==> config.mk <==
export PLATFORM = sky130hd
export DESIGN_NAME = fetch_ctrl
export DESIGN_NICKNAME = d
export VERILOG_FILES = /design/src/rtl/cpu_defs.sv /design/src/rtl/pc_reg.sv /design/src/rtl/fetch_ctrl.sv
export SDC_FILE = /design/constraint.sdc
export NUM_CORES = 1
export LEC_CHECK = 0
export CAP_MARGIN = 10
export CELL_PAD_IN_SITES_DETAIL_PLACEMENT = 0
export CELL_PAD_IN_SITES_GLOBAL_PLACEMENT = 2
export CORE_AREA = 2 2 164 166
export DETAILED_ROUTE_END_ITERATION = 10
export DIE_AREA = 0 0 166 168
export PLACE_DENSITY_LB_ADDON = 0.1
export SETUP_SLACK_MARGIN = 0.5
export SLEW_MARGIN = 20
export SYNTH_ARGS = -nofsm -noshare
export SYNTH_HDL_FRONTEND = slang
export SYNTH_SLANG_ARGS = --single-unit
==> constraint.sdc <==
create_clock -name clk -period 2.84 [get_ports clk]
set_input_delay 0.852 -clock clk [delete_from_list [all_inputs] [get_ports clk]]
set_output_delay 0.852 -clock clk [all_outputs]
set_load 0.005 [all_outputs]
==> src/rtl/cpu_defs.sv <==
// Shared CPU front-end definitions: fetch FSM encoding, boot vector and PC helpers.
package cpu_defs;

  typedef enum logic [1:0] {
    REQ  = 2'd0,
    WAIT = 2'd1,
    HOLD = 2'd2,
    DROP = 2'd3
  } fetch_state_e;

  localparam logic [31:0] CPU_RESET_PC = 32'hBFC0_0000;
  localparam int unsigned PC_STEP      = 4;

  function automatic logic pc_misaligned(input logic [1:0] pc_lo);
    return pc_lo != 2'b00;
  endfunction

endpackage

==> src/rtl/pc_reg.sv <==
// Program counter register: loads din when load is high, boots to RESET_PC.
module pc_reg
  import cpu_defs::*;
#(
  parameter int                 WIDTH    = 32,
  parameter logic [WIDTH-1:0]   RESET_PC = WIDTH'(CPU_RESET_PC)
) (
  input  logic             clk,
  input  logic             rst,
  input  logic             load,
  input  logic [WIDTH-1:0] din,
  output logic [WIDTH-1:0] q
);

  logic [WIDTH-1:0] pc_q;

  // PC storage with synchronous reset to the boot vector
  always_ff @(posedge clk) begin
    if (rst) begin
      pc_q <= RESET_PC;
    end else if (load) begin
      pc_q <= din;
    end
  end

  assign q = pc_q;

endmodule

==> src/rtl/fetch_ctrl.sv <==
// Instruction fetch controller: single-outstanding bus requests, redirect handling
// and a registered hand-off to decode.
module fetch_ctrl
  import cpu_defs::*;
#(
  parameter int               WIDTH    = 32,
  parameter logic [WIDTH-1:0] RESET_PC = WIDTH'(CPU_RESET_PC)
) (
  input  logic             clk,
  input  logic             rst,
  input  logic             exc_valid,
  input  logic [WIDTH-1:0] exc_pc,
  input  logic             br_valid,
  input  logic [WIDTH-1:0] br_target,
  input  logic             de_ready,
  output logic             inst_req,
  output logic [WIDTH-1:0] inst_addr,
  input  logic             inst_addr_ok,
  input  logic             inst_data_ok,
  input  logic [WIDTH-1:0] inst_rdata,
  output logic             if_valid,
  output logic [WIDTH-1:0] if_pc,
  output logic [WIDTH-1:0] if_inst,
  output logic             if_adel
);

  fetch_state_e     state_q, state_d;
  logic [WIDTH-1:0] pend_q, pend_d;
  logic             if_valid_q, if_valid_d;
  logic [WIDTH-1:0] if_pc_q, if_pc_d;
  logic [WIDTH-1:0] if_inst_q, if_inst_d;
  logic             if_adel_q, if_adel_d;

  logic             pc_load_s;
  logic [WIDTH-1:0] pc_din_s;
  logic [WIDTH-1:0] pc_s;
  logic             redir_s;
  logic [WIDTH-1:0] redir_pc_s;
  logic             mis_s;
  logic             inst_req_s;

  pc_reg #(
    .WIDTH    (WIDTH),
    .RESET_PC (RESET_PC)
  ) u_pc_reg (
    .clk  (clk),
    .rst  (rst),
    .load (pc_load_s),
    .din  (pc_din_s),
    .q    (pc_s)
  );

  // Redirect arbitration: exception beats branch
  always_comb begin
    redir_s    = exc_valid | br_valid;
    redir_pc_s = br_target;
    if (exc_valid) begin
      redir_pc_s = exc_pc;
    end else begin
      redir_pc_s = br_target;
    end
    mis_s = pc_misaligned(pc_s[1:0]);
  end

  // Next-state, PC update and decode hand-off
  always_comb begin
    state_d    = state_q;
    pend_d     = pend_q;
    if_valid_d = if_valid_q;
    if_pc_d    = if_pc_q;
    if_inst_d  = if_inst_q;
    if_adel_d  = if_adel_q;
    pc_load_s  = 1'b0;
    pc_din_s   = redir_pc_s;
    inst_req_s = 1'b0;

    case (state_q)
      REQ: begin
        inst_req_s = ~mis_s;
        if (redir_s) begin
          // An accepted request must still drain its response before retargeting
          if (inst_addr_ok && !mis_s) begin
            pend_d  = redir_pc_s;
            state_d = DROP;
          end else begin
            pc_load_s = 1'b1;
          end
        end else if (mis_s) begin
          if_valid_d = 1'b1;
          if_adel_d  = 1'b1;
          if_pc_d    = pc_s;
          if_inst_d  = '0;
          state_d    = HOLD;
        end else if (inst_addr_ok) begin
          state_d = WAIT;
        end else begin
          state_d = REQ;
        end
      end
      WAIT: begin
        if (redir_s) begin
          if (inst_data_ok) begin
            pc_load_s = 1'b1;
            state_d   = REQ;
          end else begin
            pend_d  = redir_pc_s;
            state_d = DROP;
          end
        end else if (inst_data_ok) begin
          if_valid_d = 1'b1;
          if_adel_d  = 1'b0;
          if_pc_d    = pc_s;
          if_inst_d  = inst_rdata;
          state_d    = HOLD;
        end else begin
          state_d = WAIT;
        end
      end
      HOLD: begin
        if (redir_s) begin
          pc_load_s  = 1'b1;
          if_valid_d = 1'b0;
          state_d    = REQ;
        end else if (de_ready) begin
          pc_load_s  = 1'b1;
          pc_din_s   = pc_s + WIDTH'(PC_STEP);
          if_valid_d = 1'b0;
          state_d    = REQ;
        end else begin
          state_d = HOLD;
        end
      end
      DROP: begin
        if (inst_data_ok) begin
          pc_load_s = 1'b1;
          if (redir_s) begin
            pc_din_s = redir_pc_s;
          end else begin
            pc_din_s = pend_q;
          end
          state_d = REQ;
        end else if (redir_s) begin
          pend_d = redir_pc_s;
        end else begin
          state_d = DROP;
        end
      end
      default: begin
        state_d = REQ;
      end
    endcase
  end

  // State, pending target and decode-facing registers
  always_ff @(posedge clk) begin
    if (rst) begin
      state_q    <= REQ;
      pend_q     <= '0;
      if_valid_q <= 1'b0;
      if_pc_q    <= '0;
      if_inst_q  <= '0;
      if_adel_q  <= 1'b0;
    end else begin
      state_q    <= state_d;
      pend_q     <= pend_d;
      if_valid_q <= if_valid_d;
      if_pc_q    <= if_pc_d;
      if_inst_q  <= if_inst_d;
      if_adel_q  <= if_adel_d;
    end
  end

  assign inst_req  = inst_req_s;
  assign inst_addr = pc_s;
  assign if_valid  = if_valid_q;
  assign if_pc     = if_pc_q;
  assign if_inst   = if_inst_q;
  assign if_adel   = if_adel_q;

endmodule

==> summary.log, run 1 <==
INFO  cells_and_area num_antenna_cells=0
INFO  floorplanning  die_w=166um
INFO  worst_setup_path critical_path.top_delay_family=buffers and inverters
INFO  cells_and_area area_delta_synth_final=57.74%
INFO  route          drtAntennaViolNets=0
INFO  synthesis      async_reset_ff_share=0%
INFO  timing         number_of_setup_violations_in_the_final_report=0
INFO  floorplanning  start_util=25.31%
INFO  floorplanning  top_level_ports=202
INFO  worst_setup_path critical_path.reg2reg.startpoint=u_pc_reg.q[4]$_SDFFE_PP0P_
INFO  cells_and_area mostFrequentLayoutCell=clkdlybuf4s50_1
INFO  pwr            p_per_area=654.9nW/um2
INFO  clock_tree     clock_tree.root_cell=clkbuf_16
INFO  clock_tree     cts_inserted_buffers=17
INFO  worst_setup_path worst_setup_path_startpoint=u_pc_reg.q[30]$_SDFFE_PP0P_
INFO  route          drc_errors=0
INFO  synthesis      ys_types=72
INFO  worst_setup_path timing.critical_path.buf_inv=1
INFO  clock_tree     cts_max_path_buffers=2
INFO  route          first_iter_violations=562
INFO  timing         drv_slew=0
INFO  global_routing antenna_violations_before_repair=0
INFO  synthesis      number_of_instances_in_the_synthesized_netlist=849
INFO  worst_setup_path timing.critical_path.cells=clkdlybuf4s50_1
INFO  floorplanning  die_height=168um
INFO  timing         worst_clock_skew=13.23ps
INFO  route          detailedRoute.firstPassIterationCount=4
INFO  worst_setup_path worstPathRequired=1990ps
INFO  pwr            power.combinational.fraction=32.5%
INFO  route          via_per_inst=5.013
INFO  pwr            ir_worst_vdd=0.3586mV
INFO  floorplanning  rows=60
INFO  worst_setup_path slowest_stage=clkdlybuf4s50_1
INFO  floorplanning  floorplan.die_area=27890um2
INFO  cells_and_area register_area=2670um2
INFO  clock_tree     cts_tree=done
INFO  cells_and_area final_cell_mix=clkdlybuf4s50_1 (191), nand2_1 (125), dfxtp_1 (110)
INFO  worst_hold_path hold_start=if_inst[19]$_SDFFE_PP0P_
INFO  synthesis      synth-seq-cells=132
INFO  pwr            total_switching_power=0.002345W
INFO  clock_tree     cts_num_sinks=132
INFO  worst_setup_path setup.worst_path.class=register to primary output
INFO  worst_setup_path regToRegSetupSlack=600ps
INFO  synthesis      postSynthAreaPerCell=7.856um2
INFO  pwr            leakagePower=3.836nW
INFO  timing         slew-limit-headroom=54.51%
INFO  route          vias=7294
INFO  pwr            power.share.clock=32.9%
INFO  timing         post_route_minimum_period=2296ps
INFO  run            max-cap-violations=0
INFO  synthesis      yosys_most_used_dff=dfxtp_1
INFO  synthesis      synth_enable_flop_cells=0
INFO  worst_setup_path critical_path.startpoint_type=register
INFO  synthesis      yosysWarningCount=0
INFO  pwr            swShare=34.03%
INFO  cells_and_area drive_above_1_share=16.97%
INFO  cells_and_area design.final.nets=1207
INFO  cells_and_area fillCellCount=2720
INFO  timing         final.hold.worst_slack=449.9ps
INFO  global_routing grt_pass1_vias=6914
INFO  cells_and_area multi_input_area=3784um2
INFO  synthesis      synth.net_count=955
INFO  worst_setup_path arrival=1440ps
INFO  place          buffer_ports.inserted=201
INFO  global_routing grt_max_degree=76
INFO  timing         worst_pin_slew=676.1ps
INFO  global_routing globalRoute.totalOverflow=0
INFO  place          gp_routability_congestion=0.7854
INFO  worst_setup_path end_kind=primary output
INFO  place          hpwl=19.03mm
INFO  pwr            sequentialPowerShare=34.6%
INFO  synthesis      synth_sequential_area_ratio=39.62%
INFO  clock_tree     clk_pin_slew_worst_paths=60ps
INFO  clock_tree     cts_max_level=4
INFO  worst_setup_path cpPeakStageDelay=550ps
INFO  cells_and_area final_core_utilization=39.93%
INFO  route          totalWireLength=26.55mm
INFO  global_routing global_route_usage_sum=18.66%
INFO  global_routing grt_first_pass_wirelength=41.21mm
INFO  clock_tree     ctsHoldBuffers=0
INFO  clock_tree     clock_insertion_delay_worst_skew=430ps
INFO  status         outcome=completed
INFO  timing         finalHoldViolations=0
INFO  timing         timing.fmax=435.5MHz
INFO  worst_hold_path holdCritPathClass=register to register
INFO  timing         fin_crit_sh=80.85%
INFO  synthesis      synthesized_area=6670um2
INFO  worst_setup_path maximum_fanout_count_along_the_critical_path=6
INFO  timing         rsz0062_at_grt=false
INFO  floorplanning  design.core.area=26350um2
INFO  pwr            cellInternalPower=0.004546W
INFO  route          drt-wirelength-per-cell=18.24um
layer usage:
layer	vias to the layer above	track usage [%]	routed length [um]
met5	-	0	0
met4	0	4.272	248
met3	16	3.220	1146
met2	206	27.84	11240
met1	3408	27.86	13910
li1	3664	-	-
worst paths after layout:
check                           endpoint  cells after the start
max                        inst_addr[30]                      1
min             if_inst[19]$_SDFFE_PP0P_                      2
min reg2reg     if_inst[19]$_SDFFE_PP0P_                      2
max reg2reg  u_pc_reg.q[27]$_SDFFE_PP1P_                      6
power groups by stage:
stage,clock network [W],registers [W],logic (W)
after floorplan,0,0.00236,0.00102
after global placement,0,0.00240,0.00216
after detailed placement,0,0.00240,0.00215
after CTS,0.00232,0.00237,0.00225
after global routing,0.00241,0.00242,0.00245
final,0.00227,0.00238,0.00224
cell families after synthesis:
kind of cell,after synthesis,share of synthesized area [%]
fa+ha+maj,3,0.5628
xor+xnor,3,0.3940
mux,34,5.140
compound gates,264,25.77
flops,132,39.62
buf+inv,85,5.177
simple gates,328,23.34
cell usage after synthesis (3+ instances only):
cell / n / area (um2)
a31oi_1: 16 / 100.1
nand2_1: 125 / 469.2
nor2_1: 66 / 247.7
dfxtp_1: 132 / 2643
ha_1: 3 / 37.54
buf_1: 9 / 33.78
nand3_1: 43 / 215.2
o22a_1: 4 / 35.03
nand4_1: 7 / 43.79
a32o_1: 6 / 60.06
clkbuf_1: 48 / 180.2
nand2b_1: 3 / 18.77
nor2b_1: 4 / 25.02
o22ai_1: 4 / 25.02
or4_1: 8 / 60.06
a211oi_1: 40 / 300.3
a22oi_1: 4 / 30.03
o31ai_1: 10 / 75.07
mux2i_1: 32 / 320.3
nor4_1: 12 / 75.07
nor3_1: 23 / 115.1
inv_1: 10 / 37.54
or2_2: 3 / 18.77
buf_2: 15 / 75.07
a21oi_1: 95 / 475.5
or3b_2: 3 / 26.28
o2bb2ai_1: 4 / 35.03
o211ai_1: 3 / 22.52
or3_1: 6 / 37.54
and3_1: 6 / 37.54
a211o_1: 4 / 35.03
o221ai_1: 11 / 96.34
and4_1: 4 / 35.03
o21ai_0: 35 / 175.2
cell type report:
cell class                      count  area share [%]
Clock buffer                       18           4.079
Multi-Input combinational cell    632           35.96
Inverter                           12          0.4281
Clock inverter                     14           1.534
Sequential cell                   132           25.38
Timing Repair Buffer              306           28.56
Tap cell                          341           4.055
flip-flops by register name (all words and copies together) (netlist names):
name / cells
if_adel: 1
if_inst: 32
u_pc_reg.q: 32
state_q: 2
if_valid: 1
pend_q: 32
if_pc: 32
what timing repair did:
action	CTS	global route
endpoints found under the setup margin	139	28
gates cloned	3	0
resized for setup	29	21
pin swaps	6	0
buffers inserted	9	1
endpoints found under the hold margin	0	0
tightest hold or removal path, delay by kind of cell (launching register included):
kind             cells  cell delay, ps
flip-flops           1             310
AND/OR/NAND/NOR      1              50
AO/OA/AOI/OAI        1              50
stage by stage:
stage / std cells / power (W) / setup TNS, ps / instance area [um2] / worst slack (ps)
finish: 1455 / 0.006891 / 0 / 10520 / 543.9
global route: 1455 / 0.007277 / 0 / 10520 / 505.0
CTS: 1454 / 0.006948 / 0 / 10470 / 435.7
detailed placement: 1410 / 0.004551 / -8996 / 9633 / -169.4
global placement: 1410 / 0.004555 / -5737 / 9633 / -92.40
floorplan: 849 / 0.003379 / 0 / 6706 / 409.9
Note: power is estimated with default switching activity, not from simulation.
==> inputs of run 2 (changes only) <==
==> constraint.sdc (replaced) <==
create_clock -name clk -period 2.4 [get_ports clk]
set_input_delay 0.72 -clock clk [delete_from_list [all_inputs] [get_ports clk]]
set_output_delay 0.72 -clock clk [all_outputs]
set_load 0.005 [all_outputs]
==> run 2 against run 1 <==
  * Flip-flop and latch count unchanged
  * Via count up 5.2%
  * Final cell count up 4.5%
  * Worst hold slack worse by 2.3 ps
  * Setup slack worse by 210 ps
  * Count of clock-buffer cells in the layout unchanged
  * First-iteration DRC count down 9.8%
  * Global-route usage up 0.62 points
  * Non-clock buffer count up 64
  * Sequential share of layout area down 1.6 points
  * Total power up 24%
  * Critical endpoint is now u_pc_reg.q[29]$_SDFFE_PP1P_
  * Largest power group is now combinational cells
==> summary.log, run 2 (synthesis results as in run 1) <==
INFO  pwr            ir_worst_vdd=0.4887mV [was 0.3586 mV]
INFO  cells_and_area stdcell_area=11390um2 [was 10520 um2]
INFO  timing         rsz0062_at_grt=true [was false]
INFO  place          post_dp_cell_area=10030um2 [was 9633 um2]
INFO  worst_setup_path timing.critical_path.buf_inv=3 [was 1]
INFO  timing         timing.fmax=484.6MHz
INFO  floorplanning  die_w=166um [unchanged]
INFO  worst_setup_path slowest_stage=or4_4 [was clkdlybuf4s50_1]
INFO  worst_setup_path critical_path.reg2reg.startpoint=u_pc_reg.q[3]$_SDFFE_PP0P_ [was u_pc_reg.q[4]$_SDFFE_PP0P_]
INFO  cells_and_area area_delta_synth_final=70.70% [was 57.74%]
INFO  worst_setup_path timing.critical_path.cells=buf_4 -> nand4_1 -> buf_4 -> or4_4 -> buf_4 -> nor4_4 -> nor3_2 -> o221ai_1 [was clkdlybuf4s50_1]
INFO  worst_setup_path worst_r2r_endpoint=u_pc_reg.q[29]$_SDFFE_PP1P_ [was u_pc_reg.q[27]$_SDFFE_PP1P_]
INFO  route          detailedRoute.firstPassIterationCount=5 [was 4]
INFO  cells_and_area design.final.nets=1272 [was 1207]
INFO  worst_setup_path worstPathRequired=2730ps [was 1990 ps]
INFO  floorplanning  floorplan.die_area=27890um2 [unchanged]
INFO  global_routing grt_first_pass_wirelength=42.35mm [was 41.21 mm]
INFO  place          place.detailed.instances=1453 [was 1410]
INFO  worst_hold_path timing.hold.worst_path_depth=2 [unchanged]
INFO  floorplanning  die_height=168um [unchanged]
INFO  cells_and_area post_layout_nonfiller_instances=1520 [was 1455]
INFO  worst_setup_path critical_path_depth=8 [was 1]
INFO  clock_tree     cts_tree=done [unchanged]
INFO  floorplanning  rows=60 [unchanged]
INFO  global_routing grt_max_degree=39 [was 76]
INFO  worst_setup_path end_kind=register [was primary output]
INFO  timing         worst_pin_slew=494.9ps [was 676.1 ps]
INFO  global_routing global_route_usage_sum=19.28% [was 18.66%]
INFO  clock_tree     ctsHoldBuffers=0 [unchanged]
INFO  worst_hold_path holdCritPathClass=register to register [unchanged]
INFO  timing         worst_clock_skew=11.38ps [was 13.23 ps]
INFO  status         outcome=completed [unchanged]
INFO  timing         fin_crit_sh=85.97%
INFO  worst_setup_path reg2regPathDepth=8 [was 6]
INFO  clock_tree     clock_tree.root_cell=clkbuf_16 [unchanged]
INFO  cells_and_area drive_above_1_share=27.57% [was 16.97%]
INFO  worst_setup_path critical_path.most_common_cell=buf_4
INFO  timing         totalNegativeSetupSlack=0ps [unchanged]
INFO  clock_tree     clk_pin_slew_worst_paths=70ps [was 60 ps]
INFO  pwr            total_power=0.008516W [was 0.006891 W]
INFO  route          totalWireLength=27.90mm [was 26.55 mm]
INFO  cells_and_area num_antenna_cells=0 [unchanged]
INFO  worst_setup_path cpPeakStageDelay=480ps [was 550 ps]
INFO  worst_hold_path whs_endpoint=if_inst[13]$_SDFFE_PP0P_ [was if_inst[19]$_SDFFE_PP0P_]
INFO  timing         number_of_setup_violations_in_the_final_report=0 [unchanged]
INFO  place          gp_routability_congestion=0.8268 [was 0.7854]
INFO  place          hpwl=19.86mm [was 19.03 mm]
INFO  route          drt-wirelength-per-cell=18.35um [was 18.24 um]
INFO  clock_tree     cts_num_sinks=132 [unchanged]
INFO  cells_and_area final_cell_mix=nand2_1 (124), buf_4 (123), dfxtp_1 (96), clkdlybuf4s50_1 (96), a21oi_1 (89) [was clkdlybuf4s50_1 (191), nand2_1 (125), dfxtp_1 (110)]
INFO  worst_setup_path critical_path.startpoint_type=register [unchanged]
INFO  cells_and_area mostFrequentLayoutCell=nand2_1 [was clkdlybuf4s50_1]
INFO  route          drtAntennaViolNets=0 [unchanged]
INFO  timing         drv_slew=0 [unchanged]
INFO  clock_tree     clock_insertion_delay_worst_skew=430ps [about the same]
INFO  floorplanning  start_util=25.31% [unchanged]
INFO  route          drc_errors=0 [unchanged]
INFO  worst_setup_path setup.worst_path.class=register to register [was register to primary output]
INFO  worst_hold_path hold_start=if_inst[13]$_SDFFE_PP0P_ [was if_inst[19]$_SDFFE_PP0P_]
INFO  pwr            p_per_area=747.9nW/um2 [was 654.9 nW/um2]
INFO  clock_tree     cts_max_path_buffers=2 [unchanged]
INFO  worst_setup_path maximum_fanout_count_along_the_critical_path=5 [was 6]
INFO  timing         post_route_minimum_period=2063ps
INFO  route          first_iter_violations=507 [was 562]
INFO  run            max-cap-violations=0 [unchanged]
INFO  global_routing grt_pass1_vias=7111 [was 6914]
INFO  floorplanning  top_level_ports=202 [unchanged]
INFO  route          vias=7675 [was 7294]
INFO  worst_setup_path arrival=2390ps [was 1440 ps]
INFO  floorplanning  design.core.area=26350um2 [unchanged]
INFO  worst_setup_path critical_path.top_delay_family=simple AND/OR/NAND/NOR gates [was buffers and inverters]
INFO  worst_setup_path regToRegSetupSlack=340ps [was 600 ps]
INFO  route          via_per_inst=5.049 [was 5.013]
INFO  global_routing antenna_violations_before_repair=0 [unchanged]
INFO  global_routing globalRoute.totalOverflow=0 [unchanged]
INFO  timing         slew-limit-headroom=66.06% [was 54.51%]
INFO  place          buffer_ports.inserted=201 [unchanged]
INFO  timing         finalHoldViolations=0 [unchanged]
INFO  clock_tree     cts_inserted_buffers=17 [unchanged]
INFO  clock_tree     cts_max_level=4 [unchanged]
INFO  pwr            leakagePower=4.579nW [was 3.836 nW]
[run 2: metrics by stage]
step | utilization (%) | setup WS, ps | hold WS (ps)
floorplan | - | 271.4 | 448.3
global placement | 38.08 | -413.6 | 437.9
CTS | 41.87 | 239.4 | 452.1
global route | 43.21 | 272.1 | 467.0
detailed placement | 38.08 | -411.2 | 444.4
finish | 43.21 | 336.6 | 447.6
[run 2: final cells by class]
class                      count  area [um2]
clock buffer                  18       439.2
multi-input combinational    633        4139
fill                        2685       14960
sequential                   132        2710
timing repair buffer         370        3487
clock inverter                14       135.1
inverter                      12       48.80
tap                          341       426.7
[run 2: repair_timing]
item | 4_1_cts | 5_1_grt
cloned | 2 | 1
endpoints found under the setup margin | 231 | 71
setup buffers | 24 | 8
pin swaps | 11 | 31
resized for setup | 234 | 69
[run 2: worst max path at each step]
stage	slack, ps	end	from
floorplan	270	u_pc_reg.q[17]$_SDFFE_PP0P_	inst_addr_ok
global placement	-410	u_pc_reg.q[10]$_SDFFE_PP0P_	inst_addr_ok
detailed placement	-410	u_pc_reg.q[17]$_SDFFE_PP0P_	inst_addr_ok
CTS	240	u_pc_reg.q[28]$_SDFFE_PP1P_	u_pc_reg.q[2]$_SDFFE_PP0P_
global route	270	u_pc_reg.q[29]$_SDFFE_PP1P_	u_pc_reg.q[3]$_SDFFE_PP0P_
finish	340	u_pc_reg.q[29]$_SDFFE_PP1P_	u_pc_reg.q[3]$_SDFFE_PP0P_
[run 2: worst register-to-register path: stages (launching register included)]
cell and delay (ps):
dfxtp_2 350, buf_4 150, nand4_1 160, buf_4 200
or4_4 480, buf_4 190, nor4_4 150, nor3_2 90
o221ai_1 180
[run 2: metal layers]
layer	vias to the layer above	global-route usage (%)	wire (um)
met5	-	0	0
met2	223	28.94	12240
met4	0	5.217	413
met3	30	3.714	1161
li1	3791	-	-
met1	3631	28.11	14080
[run 2: power by group]
| part | leakage (nW) | internal [W] | total (W) | switching [W] |
|---|---|---|---|---|
| registers | 1.09 | 0.00253 | 0.00274 | 0.000208 |
| clock network | 0.279 | 0.00140 | 0.00258 | 0.00117 |
| logic | 3.21 | 0.00153 | 0.00320 | 0.00167 |
| total | 4.58 | 0.00547 | 0.00852 | 0.00305 |
==> inputs of run 3 (changes only) <==
--- a/config.mk
+++ b/config.mk
@@ -11,6 +11,7 @@
 export CORE_AREA = 2 2 164 166
 export DETAILED_ROUTE_END_ITERATION = 10
 export DIE_AREA = 0 0 166 168
+export HOLD_SLACK_MARGIN = 0.05
 export PLACE_DENSITY_LB_ADDON = 0.1
 export SETUP_SLACK_MARGIN = 0.5
 export SLEW_MARGIN = 20
==> results of run 3 <==
No change in the layout: final DEF, timing and power equal those of run 2.
